`src/rtl/gray_cnt_rx_if.sv`:
```
`default_nettype none
// ============================================================================
// gray_cnt_rx_if : Gray-count link between a Gray counter (master) and its
//                  receiver/checker (slave).  Rev 1.0
// Optional macro GRAY_CNT_RX_ERRCNT_EN adds the 8-bit err_cnt signal.
// ============================================================================
interface gray_cnt_rx_if #(
   parameter int W = 3
);
   logic [W-1:0] g;
   logic [W-1:0] bin;
   logic         upd;
   logic         dir;
   logic         wrap;
   logic         err;
`ifdef GRAY_CNT_RX_ERRCNT_EN
   logic [7:0]   err_cnt;

   modport master (output g, input bin, upd, dir, wrap, err, err_cnt);
   modport slave  (input g, output bin, upd, dir, wrap, err, err_cnt);
`else
   modport master (output g, input bin, upd, dir, wrap, err);
   modport slave  (input g, output bin, upd, dir, wrap, err);
`endif
endinterface
`default_nettype wire

```
`src/rtl/gray_cnt_rx.sv`:
```
`default_nettype none
// ============================================================================
// gray_cnt_rx : Gray-count receiver - two-flop sync, Gray->binary decode,
//               step/direction/wrap reporting and illegal-step detection.
// Optional macro GRAY_CNT_RX_ERRCNT_EN adds a saturating illegal-step counter.
// Rev 1.0
// ============================================================================
module gray_cnt_rx #(
   parameter int W = 3
) (
   input  logic             ck,
   input  logic             res,
   gray_cnt_rx_if.slave     bus
);

   localparam logic [W-1:0] c_one = W'(1);
   localparam logic [W-1:0] c_max = {W{1'b1}};

   typedef enum logic [1:0] {
      FILL0 = 2'd0,
      FILL1 = 2'd1,
      LOCK  = 2'd2,
      RUN   = 2'd3
   } state_t;

   state_t       state_q;
   logic [W-1:0] s1_q;
   logic [W-1:0] s2_q;
   logic [W-1:0] prev_q;
   logic [W-1:0] bin_q;
   logic         upd_q;
   logic         dir_q;
   logic         wrap_q;
   logic         err_q;
`ifdef GRAY_CNT_RX_ERRCNT_EN
   logic [7:0]   err_cnt_q;
`endif

   logic [W-1:0] w_b;
   logic [W-1:0] w_diff;
   logic         w_single;
   logic         w_up;
   logic         w_wrap;

   always_comb begin
      w_b        = '0;
      w_b[W-1]   = s2_q[W-1];
      for (int i = W - 2; i >= 0; i--) begin
         w_b[i] = w_b[i+1] ^ s2_q[i];
      end
   end

   // A legal Gray step flips exactly one bit: nonzero and a power of two.
   assign w_diff   = s2_q ^ prev_q;
   assign w_single = (w_diff != '0) && ((w_diff & (w_diff - c_one)) == '0);
   assign w_up     = (w_b == (bin_q + c_one));
   assign w_wrap   = w_up ? (bin_q == c_max) : (bin_q == '0);

   always_ff @(posedge ck or negedge res) begin
      if (!res) begin
         state_q   <= FILL0;
         s1_q      <= '0;
         s2_q      <= '0;
         prev_q    <= '0;
         bin_q     <= '0;
         upd_q     <= 1'b0;
         dir_q     <= 1'b0;
         wrap_q    <= 1'b0;
         err_q     <= 1'b0;
`ifdef GRAY_CNT_RX_ERRCNT_EN
         err_cnt_q <= 8'd0;
`endif
      end else begin
         s1_q   <= bus.g;
         s2_q   <= s1_q;
         upd_q  <= 1'b0;
         wrap_q <= 1'b0;
         case (state_q)
            FILL0: state_q <= FILL1;
            FILL1: state_q <= LOCK;
            LOCK: begin
               prev_q  <= s2_q;
               bin_q   <= w_b;
               state_q <= RUN;
            end
            RUN: begin
               if (s2_q != prev_q) begin
                  prev_q <= s2_q;
                  bin_q  <= w_b;
                  upd_q  <= 1'b1;
                  if (w_single) begin
                     dir_q  <= w_up;
                     wrap_q <= w_wrap;
                  end else begin
                     err_q <= 1'b1;
`ifdef GRAY_CNT_RX_ERRCNT_EN
                     if (err_cnt_q != 8'hFF) begin
                        err_cnt_q <= err_cnt_q + 8'd1;
                     end
`endif
                  end
               end
            end
            default: state_q <= FILL0;
         endcase
      end
   end

   assign bus.bin  = bin_q;
   assign bus.upd  = upd_q;
   assign bus.dir  = dir_q;
   assign bus.wrap = wrap_q;
   assign bus.err  = err_q;
`ifdef GRAY_CNT_RX_ERRCNT_EN
   assign bus.err_cnt = err_cnt_q;
`endif

endmodule
`default_nettype wire

```
`src/flat_wrapper.sv`:
```
// flat-port wrapper written by rule: the top's interface ports become plain ports
module gray_cnt_rx_flat 
#(
   parameter int W = 3
)
  (ck, res, bus_g, bus_bin, bus_upd, bus_dir, bus_wrap, bus_err);
  gray_cnt_rx_if #(.W(W)) bus_i ();
  input  logic ck;
  input  logic res;
  input wire logic [$bits(bus_i.g)-1:0] bus_g;
  output wire logic [$bits(bus_i.bin)-1:0] bus_bin;
  output wire logic [$bits(bus_i.upd)-1:0] bus_upd;
  output wire logic [$bits(bus_i.dir)-1:0] bus_dir;
  output wire logic [$bits(bus_i.wrap)-1:0] bus_wrap;
  output wire logic [$bits(bus_i.err)-1:0] bus_err;
  assign bus_i.g = bus_g;
  assign bus_bin = bus_i.bin;
  assign bus_upd = bus_i.upd;
  assign bus_dir = bus_i.dir;
  assign bus_wrap = bus_i.wrap;
  assign bus_err = bus_i.err;
  gray_cnt_rx #(.W(W)) u_core (.ck(ck), .res(res), .bus(bus_i));
endmodule
```
`config.mk`:
```
export PLATFORM = sky130hd
export DESIGN_NAME = gray_cnt_rx_flat
export DESIGN_NICKNAME = d
export VERILOG_FILES = /design/src/rtl/gray_cnt_rx_if.sv /design/src/rtl/gray_cnt_rx.sv /design/src/flat_wrapper.sv
export SDC_FILE = /design/constraint.sdc
export NUM_CORES = 1
export LEC_CHECK = 0
export CAP_MARGIN = 5
export CORE_MARGIN = 1.5
export CORE_UTILIZATION = 55
export DETAILED_ROUTE_END_ITERATION = 7
export GPL_TIMING_DRIVEN = 0
export PLACE_DENSITY_LB_ADDON = 0.25
export SYNTH_ARGS = -nofsm -noshare
export SYNTH_HDL_FRONTEND = slang
export SYNTH_SLANG_ARGS = --single-unit
export TNS_END_PERCENT = 5
```
`constraint.sdc`:
```
create_clock -name ck -period 5.3 [get_ports ck]
set_clock_uncertainty 0.1 [all_clocks]
set_input_delay 1.06 -clock ck [delete_from_list [all_inputs] [get_ports ck]]
set_output_delay 1.06 -clock ck [all_outputs]
set_load 0.03 [all_outputs]
```
==> impl_metrics.tcl, run 1 <==
set metrics [dict create \
    fin_crit_ps 2660 \
    clk_latency_ps 290 \
    synthToLayoutAreaGrowth_pct 19.2 \
    drive_gt1_share_pct 14.1 \
    hold_class "reg2reg" \
    ys_ff_latch 17 \
    max_slew.worst_pin.slew_ps 712 \
    leakagePower_nw 0.455 \
    ys_types 23 \
    r2r-end "u_core.bus.wrap" \
    drv_slew 0 \
    place_area_um2 936 \
    num_io_pins 12 \
    finalPower_uw 281 \
    ir_worst_vdd_mv 0.223 \
    grt.overflow.total 0 \
    slew_headroom_pct 52.4 \
    route.detailed.drc 0 \
    cts_root_buffer "clkbuf_4" \
    finalWeightedCongestion 0.694 \
    ys_seq_area_share_pct 52.7 \
    syn-cell-area_um2 807 \
    setup_ws_ps 2640 \
    num_rows 13 \
    cts-resized-gates 0 \
    clock-sinks 17 \
    core_mm2 0.00133 \
    clockBufferDepth 2 \
    status "complete, no violations" \
    finalHoldViolCount 0 \
    crit_type "reg2out" \
    diodes 0 \
    cts_max_level 1 \
    fill_cells 93 \
    fp.dieH_um 41.3 \
    worstPathArrival_ps 1500 \
    pre_cts_slack_ps 2940 \
    cp-end-kind "output pin" \
    power_density_mw_per_mm2 292 \
    fp.dieW_um 41.3 \
    postCtsSetupRepairBufs 0 \
    critPathLaunchType "flop" \
    syn_inst 63 \
    firstDrtPassIters 1 \
    hpwl_um 912 \
    ant_nets 0 \
    antenna_found_initial 0 \
    vias_per_cell 5.26 \
    max_freq_mhz 376 \
    setup_violations 0 \
    grt.total_usage_pct 19.5 \
    rsz0062_at_grt "no" \
    routed_wl_mm 1.15 \
    finalSetupTns_ps 0 \
    rr_worst_depth 7 \
    cts_hold_buf 0 \
    layout_commonest_cell "dfrtp_1" \
    synth.net_count 75 \
    max-cap-violations 0 \
    path_buf_inv 2 \
    r2r_setup_slack_ps 3160 \
    design_area_um2 962 \
    vias 489 \
    min_path_cells 0 \
    syn_area_per_cell_um2 12.8 \
    crit_slowest_cell "clkdlybuf4s50_1" \
    initial_utilization_pct 60.5 \
    dieArea_mm2 0.00171 \
    grt_pass1_wl_mm 1.97 \
    cts_tree "yes" \
    grt_max_degree 18 \
    detail_route.wl_per_cell_um 12.4 \
    r2r_start "u_core.bus.bin[0]" \
    place.port_buffers 11 \
    critPathLaunch "u_core.bus.bin[2]" \
    worstPathRequired_ps 4140 \
    hold-path-endpoint "u_core.s2_q[2]" \
    drt_iter0_drc 0 \
    nNetsFinal 91 \
    grt_pass1_vias 465 \
    cts_made_buffers 3 \
    cp_max_fo 5 \
    cpPeakStageDelay_ps 650 \
    layout_common_cells "17 x dfrtp_1, 11 x clkdlybuf4s50_1, 7 x ha_1" \
    hold_start "u_core.s1_q[2]" \
    yosysWarningCount 0 \
    clk_pin_slew_ps 90 \
    period_share_pct 50.2 \
    path_cells "buf_4 -> clkdlybuf4s50_1" \
    path_delay_family "buffers and inverters" \
]
## synthesized netlist by cell type
| cell | count | area (um2) |
|---|---|---|
| nand3b_1 | 1 | 7.51 |
| o21ai_1 | 1 | 5.00 |
| nand2_1 | 2 | 7.51 |
| or4_1 | 1 | 7.51 |
| xnor2_1 | 3 | 26.3 |
| a21boi_1 | 1 | 7.51 |
| and2_1 | 1 | 6.26 |
| nor2b_1 | 1 | 6.26 |
| a21oi_1 | 2 | 10.0 |
| mux2i_1 | 2 | 20.0 |
| mux2_2 | 6 | 67.6 |
| or3b_1 | 1 | 8.76 |
| nand2b_1 | 1 | 6.26 |
| inv_1 | 5 | 18.8 |
| dfrtp_1 | 17 | 425 |
| nand4b_1 | 1 | 8.76 |
| ha_1 | 7 | 87.6 |
| xor2_1 | 3 | 26.3 |
| a21o_1 | 2 | 15.0 |
| and4b_2 | 1 | 11.3 |
| buf_4 | 1 | 7.51 |
| and4bb_1 | 1 | 12.5 |
| nor2_1 | 2 | 7.51 |
## registers in the layout, summed over array words and instances (netlist names)
signal,count
u_core.bus.dir,1
u_core.bus.bin,3
u_core.s1_q,3
u_core.bus.upd,1
u_core.s2_q,3
u_core.bus.err,1
u_core.bus.wrap,1
u_core.prev_q,2
u_core.state_q,2
## worst max-delay path by stage
stage / end / slack, ps / cells after the start
floorplan: u_core.bus.wrap / 3130 / 7
global placement: bus_bin[2] / 2970 / 2
detailed placement: bus_bin[2] / 2940 / 2
CTS: bus_bin[2] / 2620 / 2
global route: bus_bin[2] / 2580 / 2
finish: bus_bin[2] / 2640 / 2
## metrics by stage
stage | utilization (%) | instances | hold WS, ps
5_1_grt | 72.1 | 93 | 270
3_5_place_dp | 70.2 | 89 | 244
6_report | 72.1 | 93 | 261
4_1_cts | 72.1 | 93 | 262
2_1_floorplan | - | 63 | 231
3_3_place_gp | 70.2 | 89 | 236
## metal layers
metal	vias to the layer above	track usage (%)	share of wire, %
met3	5	4.79	4.2
li1	245	-	-
met5	-	0	0
met1	226	19.9	45
met2	13	34.0	47
met4	0	14.5	3.6
## report_power, final
part / total (mW) / leakage (nW) / internal (mW) / switching (mW)
registers: 0.147 / 0.191 / 0.139 / 0.00819
logic: 0.0652 / 0.249 / 0.0326 / 0.0326
clock network: 0.0684 / 0.0150 / 0.0293 / 0.0391
total: 0.281 / 0.455 / 0.201 / 0.0799
## cell families after synthesis
family	share of synthesized area [%]
simple gates	11.2
buf+inv	3.26
xor+xnor	6.51
fa+ha+maj	10.9
compound gates	4.65
mux	10.9
flops	52.7
## cell type report
type	count	area [um2]	share of cell area, %
plain buffers	1	7.51	0.780
well taps	15	18.8	1.95
clock buffers	4	26.3	2.73
flip-flops and latches	17	425	44.2
repair buffers	11	110	11.4
inverters	5	18.8	1.95
multi-input cells	40	355	36.9
No activity file was read; power rests on OpenSTA's default activity.
==> inputs of run 2 (changes only) <==
--- a/config.mk
+++ b/config.mk
@@ -7,7 +7,7 @@
 export LEC_CHECK = 0
 export CAP_MARGIN = 5
 export CORE_MARGIN = 1.5
-export CORE_UTILIZATION = 55
+export CORE_UTILIZATION = 46
 export DETAILED_ROUTE_END_ITERATION = 7
 export GPL_TIMING_DRIVEN = 0
 export PLACE_DENSITY_LB_ADDON = 0.25
==> constraint.sdc (replaced) <==
create_clock -name ck -period 2.2 [get_ports ck]
set_clock_uncertainty 0.1 [all_clocks]
set_input_delay 0.44 -clock ck [delete_from_list [all_inputs] [get_ports ck]]
set_output_delay 0.44 -clock ck [all_outputs]
set_load 0.03 [all_outputs]
==> impl_metrics.tcl, run 2 (synthesized netlist as in run 1, its figures left out) <==
set metrics [dict create \
    status "complete, no violations" \
    grt.overflow.total 0 \
    period_share_pct 94.8 \
    max-cap-violations 0 \
    drt_iter0_drc 2 \
    num_io_pins 12 \
    r2r-end "u_core.bus.wrap" \
    dp_cells 90 \
    setup_violations 0 \
    grt_pass1_wl_mm 1.82 \
    fp.dieH_um 44.9 \
    place.port_buffers 11 \
    antenna_found_initial 0 \
    clock-sinks 17 \
    firstDrtPassIters 2 \
    vias_per_cell 5.05 \
    cp_max_fo 5 \
    finalSetupTns_ps 0 \
    finalWeightedCongestion 0.654 \
    max_freq_mhz 479 \
    leakagePower_nw 0.458 \
    dieArea_mm2 0.00201 \
    critPathLaunchType "flop" \
    cp-end-kind "output pin" \
    layout_commonest_cell "dfrtp_1" \
    route.detailed.drc 0 \
    synthToLayoutAreaGrowth_pct 22.3 \
    ant_nets 0 \
    critPathLaunch "u_core.bus.bin[2]" \
    grt_max_degree 18 \
    cts_max_level 1 \
    clockBufferDepth 2 \
    cts_tree "yes" \
    clk_latency_ps 290 \
    worstPathArrival_ps 1550 \
    initial_utilization_pct 51.2 \
    slew_headroom_pct 52.6 \
    cts_hold_buf 0 \
    rr_worst_depth 7 \
    drv_slew 0 \
    hold_class "reg2reg" \
    vias 480 \
    r2r_start "u_core.bus.bin[0]" \
    cts_made_buffers 3 \
    diodes 0 \
    grt.total_usage_pct 12.6 \
    fin_crit_ps 2090 \
    worstPathRequired_ps 1660 \
    power_density_mw_per_mm2 692 \
    layout_common_cells "17 x dfrtp_1, 11 x clkdlybuf4s50_1, 6 x mux2_2, 6 x ha_1, 5 x inv_1" \
    detail_route.wl_per_cell_um 11.0 \
    rsz0062_at_grt "no" \
    routed_wl_mm 1.04 \
    max_slew.worst_pin.slew_ps 709 \
    hpwl_um 835 \
    nNetsFinal 92 \
    drive_gt1_share_pct 17.7 \
    grt_pass1_vias 439 \
    fp.dieW_um 44.9 \
    num_rows 14 \
    critPathCapture "bus_bin[2]" \
    fill_cells 127 \
    cts_root_buffer "clkbuf_4" \
    r2r_setup_slack_ps 160 \
    stdcell_count 95 \
    hold_ws_ps 257 \
    crit_type "reg2out" \
    core_mm2 0.00158 \
    clk_pin_slew_ps 100 \
    finalHoldViolCount 0 \
    ir_worst_vdd_mv 0.543 \
]
==> run 2: cell count changes in the layout (fill, tap and decap cells not counted) <==
cell,before,now
ha_4,0,1
clkbuf_1,1,0
ha_1,7,6
clkinvlp_4,0,1
buf_4,1,2
==> run 2: per-layer routing <==
metal  up-vias  share of wire [%]  GRT usage [%]
met5         -                  0              0
met4         0                  0           1.76
met3         0                6.1           6.00
met2        13                 45           19.7
met1       222                 49           16.4
li1        245                  -              -
==> run 2: repair_timing <==
item,CTS,global route
resized for setup,0,1
setup endpoints to repair,0,1
buffers inserted,0,1
==> run 2: area by class of cell <==
class | count | area, um2 | area share [%]
clock buffers | 3 | 22.5 | 2.28
flip-flops and latches | 17 | 425 | 43.1
plain buffers | 1 | 7.51 | 0.760
inverters | 5 | 18.8 | 1.90
well taps | 16 | 20.0 | 2.03
multi-input cells | 40 | 368 | 37.3
repair buffers | 12 | 118 | 11.9
clock inverters | 1 | 7.51 | 0.760
==> run 2: worst max-delay path: stages (launching register included) <==
cell and delay (ps):
dfrtp_1 470, buf_4 150, clkdlybuf4s50_1 650
==> run 2: stage by stage <==
step	setup slack (ps)	utilization (%)	area [um2]	total power, mW
after detailed placement	93.2	59.4	937	0.520
final	114	62.6	987	0.683
after floorplan	29.9	-	807	0.460
after CTS	60.3	61.3	967	0.686
after global routing	12.8	62.6	987	0.728
after global placement	98.8	59.4	937	0.515
==> run 2: power breakdown <==
part | leakage (nW) | internal (mW) | total, mW | switching [mW]
registers | 0.191 | 0.335 | 0.353 | 0.0179
clock network | 0.0139 | 0.0691 | 0.162 | 0.0926
logic | 0.253 | 0.0869 | 0.168 | 0.0814
==> run 2: worst min path at each step <==
| stage | startpoint | to | slack [ps] | depth (start not counted) |
|---|---|---|---|---|
| after floorplan | res | u_core.bus.bin[0] | 40 | 0 |
| after global placement | u_core.s1_q[1] | u_core.s2_q[1] | 230 | 0 |
| after detailed placement | u_core.s1_q[0] | u_core.s2_q[0] | 240 | 0 |
| after CTS | u_core.s1_q[0] | u_core.s2_q[0] | 260 | 0 |
| after global routing | u_core.s1_q[0] | u_core.s2_q[0] | 270 | 0 |
| final | u_core.s1_q[0] | u_core.s2_q[0] | 260 | 0 |
==> inputs of run 3 (changes only) <==
--- a/config.mk
+++ b/config.mk
@@ -6,10 +6,12 @@
 export NUM_CORES = 1
 export LEC_CHECK = 0
 export CAP_MARGIN = 5
+export CELL_PAD_IN_SITES_DETAIL_PLACEMENT = 1
+export CELL_PAD_IN_SITES_GLOBAL_PLACEMENT = 1
 export CORE_MARGIN = 1.5
-export CORE_UTILIZATION = 46
+export CORE_UTILIZATION = 40
+export CTS_BUF_LIST = sky130_fd_sc_hd__clkbuf_4 sky130_fd_sc_hd__clkbuf_8
 export DETAILED_ROUTE_END_ITERATION = 7
-export GPL_TIMING_DRIVEN = 0
 export PLACE_DENSITY_LB_ADDON = 0.25
 export SYNTH_ARGS = -nofsm -noshare
 export SYNTH_HDL_FRONTEND = slang
==> impl_metrics.tcl, run 3 (synthesized netlist as in run 1, its figures left out) <==
set metrics [dict create \
    r2r_setup_slack_ps 160 \
    leakagePower_nw 0.467 \
    num_io_pins 12 \
    cp_max_fo 4 \
    drive_gt1_share_pct 18.8 \
    num_rows 16 \
    hold_class "reg2reg" \
    path_buf_inv 0 \
    finalHoldViolCount 0 \
    core_mm2 0.00192 \
    hpwl_mm 1.07 \
    p_seq_share_pct 49.7 \
    cpPeakStageDelay_ps 510 \
    drt_iter0_drc 3 \
    clk_latency_ps 290 \
    use_met3_pct 3.40 \
    status "complete, no violations" \
    layout_common_cells "17 x dfrtp_1, 11 x clkdlybuf4s50_1, 6 x mux2_2, 6 x ha_1, 5 x inv_1" \
    layout_commonest_cell "dfrtp_1" \
    clock-sinks 17 \
    setup_ws_ps 162 \
    cts_tree "yes" \
    finalWeightedCongestion 0.672 \
    diodes 0 \
    power_frac_comb_pct 25.9 \
    clockBufferDepth 2 \
    worstPathArrival_ps 2130 \
    p_int_uw 494 \
    finalPower_uw 706 \
    vias 509 \
    synthToLayoutAreaGrowth_pct 24.7 \
    place.port_buffers 11 \
    stdcell_count 107 \
    pwr-share-clk_pct 24.4 \
    crit_type "reg2reg" \
    critPathLaunchType "flop" \
    hold_ws_ps 266 \
    fin_crit_ps 2040 \
    dieArea_mm2 0.00230 \
    clk_pin_slew_ps 110 \
    power_density_mw_per_mm2 702 \
    met2_usage_pct 25.1 \
    period_share_pct 92.6 \
    cts_root_buffer "clkbuf_4" \
    cts_made_buffers 3 \
    path_delay_family "simple AND/OR/NAND/NOR gates" \
    vias_per_cell 4.76 \
    max-cap-violations 0 \
    firstDrtPassIters 3 \
    pre_cts_slack_ps 106 \
    top_usage_layer "met2" \
    grt.total_usage_pct 14.9 \
    setup_violations 0 \
    grt_pass1_wl_mm 2.21 \
    finalSetupTns_ps 0 \
    fp.dieH_um 47.9 \
    rsz0062_at_grt "no" \
    nNetsFinal 93 \
    route.detailed.drc 0 \
    initial_utilization_pct 42.0 \
    ant_nets 0 \
    ir_worst_vdd_mv 0.405 \
    cts_hold_buf 0 \
    p_sw_share_pct 30.1 \
    cts_max_level 1 \
    drv_slew 0 \
    detail_route.wl_per_cell_um 13.0 \
    worstPathRequired_ps 2290 \
    max_slew.worst_pin.slew_ps 312 \
    cp-end-kind "flop" \
    max_freq_mhz 491 \
    grt_use_met1_pct 16.7 \
    fp.dieW_um 47.9 \
    slew_headroom_pct 79.1 \
    path_cells "ha_1 -> ha_4 -> or4_1 -> a21oi_1 -> nand2b_1 -> or3b_1 -> a21boi_1" \
    antenna_found_initial 0 \
    p_sw_uw 212 \
    dp_cells 102 \
    grt_pass1_vias 496 \
    crit_slowest_cell "or4_1" \
    grt.overflow.total 0 \
    grt_max_degree 18 \
    routed_wl_mm 1.39 \
]
run 3: cell count changes in the layout (fill, tap and decap cells not counted), sizes merged:
cell      change
clkinvlp      -1
buf           +1
clkinv        +1
run 3: metrics by stage:
step                utilization [%]  cell area, um2
floorplan                         -             807
global placement               49.9             958
detailed placement             49.9             958
CTS                            51.3             986
global route                   52.3            1010
finish                         52.3            1010
run 3: worst paths after layout:
path	start	to	cells after the start
max in group asynchronous	res	u_core.prev_q[1]	2
hold reg to reg	u_core.s1_q[1]	u_core.s2_q[1]	0
setup / recovery	u_core.bus.bin[1]	u_core.bus.wrap	7
hold / removal	u_core.s1_q[1]	u_core.s2_q[1]	0
setup reg to reg	u_core.bus.bin[1]	u_core.bus.wrap	7
min in group asynchronous	res	u_core.bus.dir	2
run 3: final cells by class:
class	count	area, um2
well taps	27	33.8
multi-input cells	40	368
clock inverters	1	5.00
fillers	210	916
flip-flops and latches	17	425
inverters	5	18.8
clock buffers	3	22.5
repair buffers	14	133
run 3: routing by layer:
metal  wire length [um]  up-vias  part of all wire, %
met5                  0        -                    0
met4                 12        0                 0.86
met3                 39        2                  2.8
met2                737       10                   53
met1                603      252                   43
li1                   -      245                    -
run 3: worst reg2reg max path, delay by kind of cell (launching register included):
family,cells,cell delay (ps)
adders and majority gates,2,450
DFF,1,410
and+or+nand+nor,3,790
AOI/OAI and AO/OA,2,190
run 3: power groups by stage:
stage | clock network, mW | logic, mW | registers [mW]
after global routing | 0.191 | 0.202 | 0.355
after floorplan | 0 | 0.0727 | 0.387
after CTS | 0.182 | 0.176 | 0.352
after detailed placement | 0 | 0.176 | 0.358
after global placement | 0 | 0.167 | 0.357
final | 0.172 | 0.183 | 0.351
run 3: repair_timing:
action	in CTS	in global routing
buffers inserted	0	1
setup endpoints to repair	0	1
gates resized for setup	0	1
hold endpoints to repair	0	0
